$ cat src/rtl/cpu_sequencer.sv
// cpu_sequencer: multi-cycle control FSM for the 8-bit CPU.
// Owns the program counter and instruction register, and steps every
// instruction through FETCH -> EXEC (-> MEM) phases, stopping in DONE on
// HALT or on a data-memory timeout.
module cpu_sequencer #(
    parameter int PCW         = 8,
    parameter int MEM_TIMEOUT = 15,
    parameter int CNTW        = 16
) (
    input  logic            Clk,
    input  logic            Reset,
    input  logic            Start,
    input  logic [7:0]      instruction,
    input  logic            lt_flag,
    input  logic            ne_flag,
    input  logic            mem_ready,
    output logic [PCW-1:0]  pc,
    output logic [7:0]      ir,
    output logic            reg_we,
    output logic            flag_we,
    output logic            mem_req,
    output logic            mem_we,
    output logic            Ack,
    output logic            err,
    output logic [CNTW-1:0] cycle_count
);

    // The wait counter only ever has to hold 0 .. MEM_TIMEOUT-1.
    localparam int WAITW = (MEM_TIMEOUT < 2) ? 1 : $clog2(MEM_TIMEOUT);
    localparam logic [WAITW-1:0] WAIT_LAST = WAITW'(MEM_TIMEOUT - 1);

    typedef enum logic [2:0] {
        ST_IDLE  = 3'd0,
        ST_FETCH = 3'd1,
        ST_EXEC  = 3'd2,
        ST_MEM   = 3'd3,
        ST_DONE  = 3'd4
    } state_t;

    typedef enum logic [3:0] {
        CL_R    = 4'd0,
        CL_HALT = 4'd1,
        CL_CMP  = 4'd2,
        CL_IMME = 4'd3,
        CL_BLT  = 4'd4,
        CL_BNE  = 4'd5,
        CL_LW   = 4'd6,
        CL_SW   = 4'd7,
        CL_ALW  = 4'd8,
        CL_ASW  = 4'd9
    } op_class_t;

    // Opcode classifier; the order of the tests is the match priority
    // (HALT must be tested before the wider CMP pattern).
    function automatic op_class_t decode_class(input logic [7:0] op);
        op_class_t cls;
        if (op == 8'b0111_0000) begin
            cls = CL_HALT;
        end else if (op[7:3] == 5'b01110) begin
            cls = CL_CMP;
        end else if (op[7:6] == 2'b10) begin
            cls = CL_IMME;
        end else if (op[7:5] == 3'b110) begin
            cls = CL_BLT;
        end else if (op[7:5] == 3'b111) begin
            cls = CL_BNE;
        end else if (op[7:3] == 5'b01101) begin
            cls = CL_LW;
        end else if (op[7:3] == 5'b01100) begin
            cls = CL_SW;
        end else if (op[7:1] == 7'b0111110) begin
            cls = CL_ALW;
        end else if (op[7:1] == 7'b0111111) begin
            cls = CL_ASW;
        end else begin
            cls = CL_R;
        end
        return cls;
    endfunction

    state_t          state_r, state_nxt_s;
    logic [PCW-1:0]  pc_r, pc_nxt_s;
    logic [7:0]      ir_r, ir_nxt_s;
    logic            ack_r, ack_nxt_s;
    logic            err_r, err_nxt_s;
    logic [CNTW-1:0] cnt_r, cnt_nxt_s;
    logic [WAITW-1:0] wait_r, wait_nxt_s;

    op_class_t       op_cls_s;
    logic            is_load_s;
    logic            is_store_s;
    logic [PCW-1:0]  pc_inc_s;
    logic [PCW-1:0]  pc_br_s;
    logic [CNTW-1:0] cnt_inc_s;

    assign op_cls_s   = decode_class(ir_r);
    assign is_load_s  = (op_cls_s == CL_LW) || (op_cls_s == CL_ALW);
    assign is_store_s = (op_cls_s == CL_SW) || (op_cls_s == CL_ASW);
    assign pc_inc_s   = pc_r + PCW'(1);
    // Sign-extended 5-bit branch offset; the adder wraps modulo 2**PCW.
    assign pc_br_s    = pc_r + {{(PCW-5){ir_r[4]}}, ir_r[4:0]};
    // Saturating cycle counter increment.
    assign cnt_inc_s  = (cnt_r == {CNTW{1'b1}}) ? cnt_r : (cnt_r + CNTW'(1));

    // Next-state, next-register and strobe decode for the sequencer.
    always_comb begin
        state_nxt_s = state_r;
        pc_nxt_s    = pc_r;
        ir_nxt_s    = ir_r;
        ack_nxt_s   = ack_r;
        err_nxt_s   = err_r;
        cnt_nxt_s   = cnt_r;
        wait_nxt_s  = wait_r;
        reg_we      = 1'b0;
        flag_we     = 1'b0;
        mem_req     = 1'b0;
        mem_we      = 1'b0;

        case (state_r)
            ST_IDLE, ST_DONE: begin
                if (Start) begin
                    state_nxt_s = ST_FETCH;
                    pc_nxt_s    = '0;
                    cnt_nxt_s   = '0;
                    ack_nxt_s   = 1'b0;
                    err_nxt_s   = 1'b0;
                end else begin
                    state_nxt_s = state_r;
                end
            end

            ST_FETCH: begin
                cnt_nxt_s   = cnt_inc_s;
                ir_nxt_s    = instruction;
                state_nxt_s = ST_EXEC;
            end

            ST_EXEC: begin
                cnt_nxt_s = cnt_inc_s;
                case (op_cls_s)
                    CL_HALT: begin
                        ack_nxt_s   = 1'b1;
                        state_nxt_s = ST_DONE;
                    end
                    CL_CMP: begin
                        flag_we     = 1'b1;
                        pc_nxt_s    = pc_inc_s;
                        state_nxt_s = ST_FETCH;
                    end
                    CL_BLT: begin
                        pc_nxt_s    = lt_flag ? pc_br_s : pc_inc_s;
                        state_nxt_s = ST_FETCH;
                    end
                    CL_BNE: begin
                        pc_nxt_s    = ne_flag ? pc_br_s : pc_inc_s;
                        state_nxt_s = ST_FETCH;
                    end
                    CL_LW, CL_SW, CL_ALW, CL_ASW: begin
                        wait_nxt_s  = '0;
                        state_nxt_s = ST_MEM;
                    end
                    CL_R, CL_IMME: begin
                        reg_we      = 1'b1;
                        pc_nxt_s    = pc_inc_s;
                        state_nxt_s = ST_FETCH;
                    end
                    default: begin
                        reg_we      = 1'b1;
                        pc_nxt_s    = pc_inc_s;
                        state_nxt_s = ST_FETCH;
                    end
                endcase
            end

            ST_MEM: begin
                cnt_nxt_s = cnt_inc_s;
                mem_req   = 1'b1;
                mem_we    = is_store_s;
                if (mem_ready) begin
                    reg_we      = is_load_s;
                    pc_nxt_s    = pc_inc_s;
                    state_nxt_s = ST_FETCH;
                end else if (wait_r == WAIT_LAST) begin
                    // Memory never answered: abort the program with an error.
                    ack_nxt_s   = 1'b1;
                    err_nxt_s   = 1'b1;
                    state_nxt_s = ST_DONE;
                end else begin
                    wait_nxt_s  = wait_r + WAITW'(1);
                end
            end

            default: begin
                state_nxt_s = ST_IDLE;
            end
        endcase
    end

    // State and datapath registers with synchronous reset.
    always_ff @(posedge Clk) begin
        if (Reset) begin
            state_r <= ST_IDLE;
            pc_r    <= '0;
            ir_r    <= 8'h00;
            ack_r   <= 1'b0;
            err_r   <= 1'b0;
            cnt_r   <= '0;
            wait_r  <= '0;
        end else begin
            state_r <= state_nxt_s;
            pc_r    <= pc_nxt_s;
            ir_r    <= ir_nxt_s;
            ack_r   <= ack_nxt_s;
            err_r   <= err_nxt_s;
            cnt_r   <= cnt_nxt_s;
            wait_r  <= wait_nxt_s;
        end
    end

    assign pc          = pc_r;
    assign ir          = ir_r;
    assign Ack         = ack_r;
    assign err         = err_r;
    assign cycle_count = cnt_r;

endmodule

$ cat config.mk
export PLATFORM = sky130hd
export DESIGN_NAME = cpu_sequencer
export DESIGN_NICKNAME = d
export VERILOG_FILES = /design/src/rtl/cpu_sequencer.sv
export SDC_FILE = /design/constraint.sdc
export NUM_CORES = 1
export LEC_CHECK = 0
export CELL_PAD_IN_SITES_DETAIL_PLACEMENT = 0
export CELL_PAD_IN_SITES_GLOBAL_PLACEMENT = 1
export CORE_UTILIZATION = 38
export CTS_CLUSTER_DIAMETER = 200
export DETAILED_ROUTE_END_ITERATION = 10
export PLACE_DENSITY = 0.88
export RECOVER_POWER = 100
export SYNTH_ARGS = -nofsm -noshare
export SYNTH_HDL_FRONTEND = slang
export SYNTH_SLANG_ARGS = --single-unit
$ cat constraint.sdc
create_clock -name Clk -period 2.8 [get_ports Clk]
set_input_delay 0.56 -clock Clk [delete_from_list [all_inputs] [get_ports Clk]]
set_output_delay 0.56 -clock Clk [all_outputs]
set_load 0.1 [all_outputs]
Word-level counts from Yosys, hierarchy flattened
Cells that the tools add are included.
{"block": "word_totals", "ff_bits": 41, "in_bits": 14, "out_inout_bits": 38, "word_cells": 102}
{"block": "op_classes", "add_sub_neg": 4, "eq_ne": 33, "n_mux": 40, "reduce_logical": 18}
{"operator": "two-way mux 4 bit", "count": 12}
{"operator": "one-hot mux 8 bit (3 select lines)", "count": 2}
{"operator": "two-way mux 16 bit", "count": 2}
{"operator": "two-way mux 8 bit", "count": 4}
{"operator": "one-hot mux 16 bit (2 select lines)", "count": 1}
{"operator": "!= test 2 bit, second input constant", "count": 9}
{"operator": "adder 16 x 1 -> 16 bit, second input constant", "count": 1}
{"operator": "equality test 16 bit, second input constant", "count": 1}
{"operator": "equality test 4 x 3 -> 1 bit, second input constant", "count": 4}
{"operator": "equality test 5 x 4 -> 1 bit, second input constant", "count": 3}
{"operator": "equality test 7 x 6 -> 1 bit, second input constant", "count": 2}
{"operator": "equality test 4 bit, second input constant", "count": 3}
{"operator": "one-hot mux 3 bit (4 select lines)", "count": 1}
{"operator": "AND reduction 4 bit", "count": 3}
{"operator": "two-way mux 1 bit", "count": 10}
{"operator": "equality test 3 bit, second input constant", "count": 3}
{"operator": "two-way mux 3 bit", "count": 3}
{"operator": "adder 8 x 1 -> 8 bit, second input constant", "count": 1}
{"operator": "adder 8 bit", "count": 1}
{"operator": "equality test 8 x 7 -> 1 bit, second input constant", "count": 1}
{"operator": "one-hot mux 4 bit (2 select lines)", "count": 1}
{"operator": "OR reduction 8 bit", "count": 1}
{"operator": "equality test 3 x 2 -> 1 bit, second input constant", "count": 2}
{"operator": "one-hot mux 3 bit (2 select lines)", "count": 1}
{"operator": "other kinds (19)", "count": 23}

Logic depth before layout (Yosys ltp)
Gate-level depths: netlist of the first run.
{"block": "logic_depth", "ltp_word": 14, "depth_mapped": 8, "ltp_nobuf": 7}

Least setup slack after synthesis of the first run
No wires, ideal clock.
{"block": "synth_timing", "path_kind": "register to output", "from": "register ir_r[6] (netlist: ir[6])", "to": "output reg_we", "arrival_ns": 4.010, "required_time_ns": 2.240, "path_slack_ns": -1.770, "stages_incl_launch_ff": 4, "cell_sequence": "dfxtp_1 > nand3b_1 > or2_2 > o31ai_1"}
{"block": "synth_between", "elab_chain_cells": 14, "word_cells_on_any_way": 31, "cone_classes": "eq/ne (17); mux (12); reduce/logical (2)"}
{"element": "start: declaration", "line": "83", "text": "logic [7:0] ir_r, ir_nxt_s;"}
{"element": "start signal: assignment", "line": "212", "text": "ir_r <= ir_nxt_s;"}
{"element": "equality test 7 x 6 -> 1 bit", "line": "73", "text": "end else if (op[7:1] == 7'b0111111) begin"}
{"element": "two-way mux 4 bit", "line": "73"}
{"element": "two-way mux 4 bit", "line": "71", "text": "end else if (op[7:1] == 7'b0111110) begin"}
{"element": "two-way mux 4 bit", "line": "69", "text": "end else if (op[7:3] == 5'b01100) begin"}
{"element": "two-way mux 4 bit", "line": "67", "text": "end else if (op[7:3] == 5'b01101) begin"}
{"element": "two-way mux 4 bit", "line": "65", "text": "end else if (op[7:5] == 3'b111) begin"}
{"element": "two-way mux 4 bit", "line": "63", "text": "end else if (op[7:5] == 3'b110) begin"}
{"element": "two-way mux 4 bit", "line": "61", "text": "end else if (op[7:6] == 2'b10) begin"}
{"element": "two-way mux 4 bit", "line": "59", "text": "end else if (op[7:3] == 5'b01110) begin"}
{"element": "two-way mux 4 bit (*)", "line": "57", "text": "if (op == 8'b0111_0000) begin"}
{"element": "equality test 4 x 3 -> 1 bit, or another cell as far along", "line": "97, 140"}
{"element": "OR reduction 8 bit (no line) / logical OR 1 bit (equally long branches)"}
{"element": "two-way mux 1 bit, on equally long branches", "line": "140, 179"}
{"element": "one-hot mux 1 bit (2 select lines) (*)", "line": "119", "text": "case (state_r)"}
{"element": "end: declaration", "line": "19", "text": "output logic reg_we,"}
Every way passes the cells marked *; elsewhere a longest branch is shown, timed or not.

Final worst setup path of the first run
{"block": "layout_timing", "from": "input Start", "to": "register cnt_r[9] (netlist: cycle_count[9])"}
{"block": "layout_between", "elab_chain_cells": 2}
{"element": "start: declaration", "line": "12", "text": "input logic Start,"}
{"element": "!= test 2 bit (no line)"}
{"element": "AND reduction 3 bit (no line)"}
{"element": "end signal: assignment", "line": "215", "text": "cnt_r <= cnt_nxt_s;"}
{"element": "end: declaration", "line": "86", "text": "logic [CNTW-1:0] cnt_r, cnt_nxt_s;"}
No other way between the ends.
A chain may end at the register's enable or synchronous reset.

==> results of run 1 <==
==> through the flow <==
stage,setup slack (ns),instances
2_1_floorplan,0.04574,314
3_3_place_gp,0.1201,438
3_5_place_dp,0.08348,438
4_1_cts,0.3186,446
5_1_grt,0.1551,446
6_report,0.2205,446
==> power by group through the flow <==
stage               Combinational [mW]  Sequential (mW)  Clock [mW]
global placement                 0.327            0.645           0
floorplan                        0.149            0.741           0
CTS                              0.329            0.632       0.487
detailed placement               0.328            0.646           0
global route                     0.328            0.637       0.503
finish                           0.307            0.631       0.469
==> worst max-delay path: stages <==
cell and delay (ns):
dlygate4sd3_1 0.60, or3b_1 0.45, and2_1 0.25, a2111oi_4 0.54
a31oi_1 0.15, a41o_1 0.21
==> state kept, by name (all words and copies together), names as in the netlist <==
register and cells:
ir 8, pc 8, err 1, Ack 1, state_r 3, cycle_count 16, wait_r 4
==> synth_stat cells, types with 5 or more instances <==
cell,number
nor2_1,44
dfxtp_1,41
a21oi_1,21
nand3_1,17
inv_1,16
and3_1,12
o21ai_0,12
ha_1,11
nand2_1,11
nor3_1,11
clkbuf_1,9
mux2i_1,9
xor2_1,8
nand4_1,7
xnor2_1,7
a211oi_1,6
nand2b_1,5
o31ai_1,5
==> worst max path at each step <==
stage           from              to  slack [ns]  cells after the start
3_3_place_gp   Start  cycle_count[9]        0.12                      6
6_report       Start  cycle_count[9]        0.22                      6
3_5_place_dp   Start  cycle_count[9]        0.08                      6
4_1_cts        ir[7]          reg_we        0.32                      4
5_1_grt        Start  cycle_count[9]        0.16                      6
2_1_floorplan  ir[1]         flag_we        0.05                      3
==> layout make-up <==
| class | instances | area (µm²) |
|---|---|---|
| clock buffer | 7 | 107.6 |
| sequential | 41 | 832.0 |
| fill | 650 | 3292 |
| inverter | 16 | 60.06 |
| clock inverter | 1 | 7.507 |
| multi-input combinational | 245 | 1615 |
| timing repair buffer | 59 | 375.4 |
| tap | 77 | 96.34 |
==> metal layers <==
| metal | vias up | wire length, µm | GRT usage, % |
|---|---|---|---|
| met5 | - | 0 | 0 |
| met4 | 0 | 69 | 5.855 |
| met3 | 6 | 231 | 3.462 |
| met2 | 53 | 2896 | 28.90 |
| met1 | 1147 | 3196 | 26.06 |
| li1 | 1253 | - | - |
==> cell families after synthesis <==
group | synth area share, %
AND/OR/NAND/NOR | 27.71
AO/OA/AOI/OAI | 20.37
flip-flops | 32.28
buffers and inverters | 4.724
XOR/XNOR | 5.167
adder cells (fa/ha/maj) | 6.201
multiplexers | 3.543
==> metrics.md, run 1 <==
| Metric | Value |
|---|---|
| Status | `finished, final reports clean` |
| Hold EP | `Ack` |
| Sw frac | `33.36%` |
| Syn_nets | `340` |
| First-pass GRT wire length | `10690 µm` |
| Fmax | `387.7 MHz` |
| Area post-placement | `0.003158 mm²` |
| Drt wl/cell | `14.33 µm` |
| Gr ovfl total | `0` |
| Worst-path clk slew | `0.08 ns` |
| DR iter-0 viols | `143` |
| Power per cell area | `454.6 mW/mm²` |
| LEAKAGE | `1.156 nW` |
| Ports | `52` |
| TritonCTS clock tree | `done` |
| Clk root buf | `clkbuf_8` |
| Register area share after synthesis | `32.28%` |
| CTS Buffer Depth | `2` |
| Commonest non-fill, non-tap cell in the layout | `nor2_1` |
| Pin count of the biggest net entering global routing | `25` |
| Slew margin rel. | `21.10%` |
| Clock latency on the worst-skew pair | `0.29 ns` |
| CP endpoint kind | `flip-flop` |
| Antenna fix cells | `0` |
| GR Util All Layers | `18.61%` |
| Final hold vios | `0` |
| Slew Limit Fails | `0` |
| Syn_area_per_cell | `8.097 µm²` |
| Number of vias per cell | `5.513` |
| Top cells by area, synth | `dfxtp_1, nor2_1, ha_1, a21oi_1, mux2i_1` |
| Hold crit path type | `reg2reg` |
| Final Cell Area | `0.003094 mm²` |
| Sequential Power Share | `44.9%` |
| Reg2reg path depth | `5` |
| Post-DP HPWL | `4765 µm` |
| Internal power | `0.9373 mW` |
| GPL Wtd Cong | `0.8437` |
| Fin nets | `394` |
| Hold_ws | `0.5066 ns` |
| Drt pass-1 iters | `4` |
| Required @ worst endpoint | `2.99 ns` |
| Nature of the critical path startpoint | `input port` |
| Full die area | `0.007022 mm²` |
| Initial antenna violation count | `0` |
| Die Y | `83.80 µm` |
| Post-Syn Area | `0.002542 mm²` |
| Post-synthesis cell count | `314` |
| Area share of the largest cell type after synthesis | `32.28%` |
| Cell taking the most area after synthesis | `dfxtp_1` |
| Seq cells post-synth | `41` |
| Worst R2R Start | `state_r[0]` |
| R2r endpoint | `cycle_count[15]` |
| Period utilization | `92.12%` |
| Initial core utilization | `39.81%` |
| Worst Skew | `0.005575 ns` |
| Clock share of power | `33.3%` |
| NetSw | `0.4693 mW` |
| Sink Count | `41` |
| Row Count | `29` |
| Post-CTS sizing | `0` |
| Core Util, Final | `48.45%` |
| CP arrival | `2.77 ns` |
| Routed WL | `6393 µm` |
| Via count | `2459` |
| Number of global-route vias before repair | `2227` |
| Syn. warnings | `0` |
| Final count of negative-setup-slack endpoints | `0` |
| Hold path startpoint | `Ack` |
| RSZ-0062 raised after global routing | `no` |
| Number of synthesized flops with an enable pin | `0` |
| Share of cells above drive strength 1 | `8.130%` |
| H-tree Lvls | `2` |
| Reg2Reg Setup Slack | `0.36 ns` |
| Setup TNS | `0 ns` |
| Worst Max-Slew Pin Slew | `1.189 ns` |
| ANT nets after route | `0` |
| Total CTS buffers | `5` |
| Setup bufs post-CTS | `0` |
| CTS Hold Bufs | `0` |
| Drt drc | `0` |
| Area Growth Syn to Fin | `21.70%` |
| Die width | `83.80 µm` |
| Yosys cell types | `49` |
| Power, Total | `1.407 mW` |
| Tmin final | `2.579 ns` |
| Asr flop ratio synth | `0%` |
| Hold path depth | `2` |
| Worst Setup Path Type | `in2reg` |
| Ys flop type | `dfxtp_1` |
| Crit-path max FO | `9` |
| PortBufs | `51` |
| Max cap viols | `0` |
| CORE AREA | `0.006386 mm²` |
| Max IR drop VDD | `228.1 µV` |
| Commonest cells after routing, fill and taps aside | `nor2_1, dfxtp_1, clkbuf_1, a21oi_1, nand3_1` |
| Combinational fraction of design power | `21.8%` |
Note: power is estimated with default switching activity, not from simulation.
==> run 2, diff against run 1 <==
- ABC_CLOCK_PERIOD_IN_PS: unset -> 2800
- CELL_PAD_IN_SITES_DETAIL_PLACEMENT: 0 -> 1
- CELL_PAD_IN_SITES_GLOBAL_PLACEMENT: 1 -> 2
- CORE_UTILIZATION: 38 -> 30
==> run 2 against run 1 <==
Design area increased by 1.5%. Die area grew 26%. Flip-flop and latch count unchanged. Sequential share of layout area decreased by 0.39 points. Worst setup slack improved by 0.019 ns. Worst hold slack lost 0.029 ns. Global-route usage decreased by 0.55 points. Routed wire length is 16% higher. Critical path type unchanged.
==> metrics.md, run 2 (synthesized netlist as in run 1, its figures left out) <==
| Metric | Value |
|---|---|
| Status | `finished, final reports clean` |
| Total CTS buffers | `5 (unchanged)` |
| CORE AREA | `0.008217 mm² (+29%)` |
| Sink Count | `41 (unchanged)` |
| Delay of the slowest critical-path stage | `0.62 ns (+0.02 ns)` |
| Hold crit path type | `reg2reg` |
| RSZ-0062 raised after global routing | `no` |
| Final count of negative-setup-slack endpoints | `0 (unchanged)` |
| Required @ worst endpoint | `3.00 ns (about the same)` |
| Post-CTS sizing | `0 (unchanged)` |
| CP arrival | `2.77 ns (about the same)` |
| Fmax | `390.5 MHz (+0.73%)` |
| Power, Total | `1.462 mW (+4.0%)` |
| Fillers | `1000 (+54%)` |
| Met1 WL | `3479 µm (+8.9%)` |
| Slew margin rel. | `21.53% (+0.43 points)` |
| PortBufs | `51 (unchanged)` |
| Initial core utilization | `30.94% (-8.9 points)` |
| Tmin final | `2.561 ns (-0.01860 ns)` |
| Period utilization | `91.46% (-0.66 points)` |
| Gr ovfl total | `0 (unchanged)` |
| Met3 WL post-DR | `238 µm (+3.0%)` |
| Power per cell area | `465.9 mW/mm² (+2.5%)` |
| CTS Buffer Depth | `2 (unchanged)` |
| Max cap viols | `0 (unchanged)` |
| Drt pass-1 iters | `4 (unchanged)` |
| Post-DP HPWL | `5783 µm (+21%)` |
| Setup TNS | `0 ns (unchanged)` |
| Crit-path max FO | `9 (unchanged)` |
| CP max stage cell | `dlygate4sd3_1` |
| LEAKAGE | `1.172 nW (+1.3%)` |
| Fin nets | `396 (+0.51%)` |
| Area Growth Syn to Fin | `23.47%` |
| Met2 WL post-DR | `3628 µm (+25%)` |
| Number of global-route vias before repair | `2546 (+14%)` |
| First-pass GRT wire length | `12540 µm (+17%)` |
| Row Count | `33 (+14%)` |
| CP cell instances | `dlygate4sd3_1 > or3b_1 > and2_4 > a2111oi_0 > buf_4 > a31oi_1 > a41o_1` |
| Final hold vios | `0 (unchanged)` |
| DR iter-0 viols | `78 (-45%)` |
| Number of vias per cell | `5.321 (-3.5%)` |
| Via count | `2533 (+3.0%)` |
| Max reg flops | `16 (unchanged)` |
| CTS Hold Bufs | `0 (unchanged)` |
| Commonest cells after routing, fill and taps aside | `nor2_1, clkbuf_1, dfxtp_1, a21oi_1, nand3_1` |
| GR Util All Layers | `18.06% (-0.55 points)` |
| Nature of the critical path startpoint | `input port` |
| Slew Limit Fails | `0 (unchanged)` |
| Antenna fix cells | `0 (unchanged)` |
| Max IR drop VDD | `229.0 µV (+0.40%)` |
| Routed WL | `7412 µm (+16%)` |
| Drt drc | `0 (unchanged)` |
| Worst-path clk slew | `0.09 ns (about the same)` |
| Ports | `52 (unchanged)` |
| Clk root buf | `clkbuf_8` |
| DR top layer | `met4` |
| H-tree Lvls | `2 (unchanged)` |
| GPL Wtd Cong | `0.8119 (-3.8%)` |
| Setup bufs post-CTS | `0 (unchanged)` |
| Die width | `94.06 µm (+12%)` |
| Commonest non-fill, non-tap cell in the layout | `nor2_1` |
| Full die area | `0.008847 mm² (+26%)` |
| Share of cells above drive strength 1 | `8.895% (+0.76 points)` |
| TritonCTS clock tree | `done` |
| Pin count of the biggest net entering global routing | `25 (unchanged)` |
| Worst Max-Slew Pin Slew | `1.182 ns (-0.006522 ns)` |
| ANT nets after route | `0 (unchanged)` |
| Worst Skew | `0.009081 ns (+0.003506 ns)` |
| Die Y | `94.06 µm (+12%)` |
| Initial antenna violation count | `0 (unchanged)` |
| CP endpoint kind | `flip-flop` |
| Clock latency on the worst-skew pair | `0.30 ns (about the same)` |
| Drt wl/cell | `15.57 µm (+8.6%)` |
| Worst Setup Path Type | `in2reg` |
==> run 2: per-layer routing <==
metal  vias up  GRT usage, %
met4         0         5.000
met1      1221         23.69
met5         -             0
met2        44         30.29
met3         8         3.074
li1       1260             -
==> run 2: metrics by stage <==
| stage | setup slack [ns] | hold slack, ns | cell area (µm²) | instances | utilization, % |
|---|---|---|---|---|---|
| 2_1_floorplan | 0.04574 | 0.4985 | 2596 | 314 | - |
| 3_3_place_gp | 0.1460 | 0.4664 | 3208 | 468 | 39.04 |
| 3_5_place_dp | 0.1302 | 0.4709 | 3208 | 468 | 39.04 |
| 4_1_cts | 0.2955 | 0.4915 | 3327 | 476 | 40.49 |
| 5_1_grt | 0.1409 | 0.5247 | 3139 | 476 | 38.21 |
| 6_report | 0.2391 | 0.4773 | 3139 | 476 | 38.21 |
==> run 2: final timing paths <==
| path | endpoint | slack [ns] | startpoint | cells past startpoint |
|---|---|---|---|---|
| worst max-delay path | cycle_count[9] | 0.24 | Start | 7 |
| worst min-delay path | err | 0.48 | err | 2 |
| worst max register to register | cycle_count[9] | 0.60 | state_r[0] | 6 |
| worst min register to register | err | 0.48 | err | 2 |
==> run 2: where the power goes <==
part | total (mW) | switching, mW | internal [mW] | leakage, nW
Clock | 0.515 | 0.224 | 0.291 | 0.0617
Sequential | 0.632 | 0.0319 | 0.600 | 0.335
Combinational | 0.316 | 0.230 | 0.0858 | 0.775
==> run 2: worst max-delay path, delay by kind of cell <==
family | cells | cell delay (ns)
compound gates | 3 | 0.68
buf+inv | 2 | 0.87
simple gates | 2 | 0.66
==> run 2: final cells by class <==
cell class                      count  area [µm²]  area share [%]
Clock buffer                        6       82.58           2.631
Clock inverter                      2       36.28           1.156
Timing Repair Buffer               61       386.6           12.32
Inverter                           16       60.06           1.913
Multi-Input combinational cell    245        1610           51.30
Sequential cell                    41       832.0           26.50
Tap cell                          105       131.4           4.185
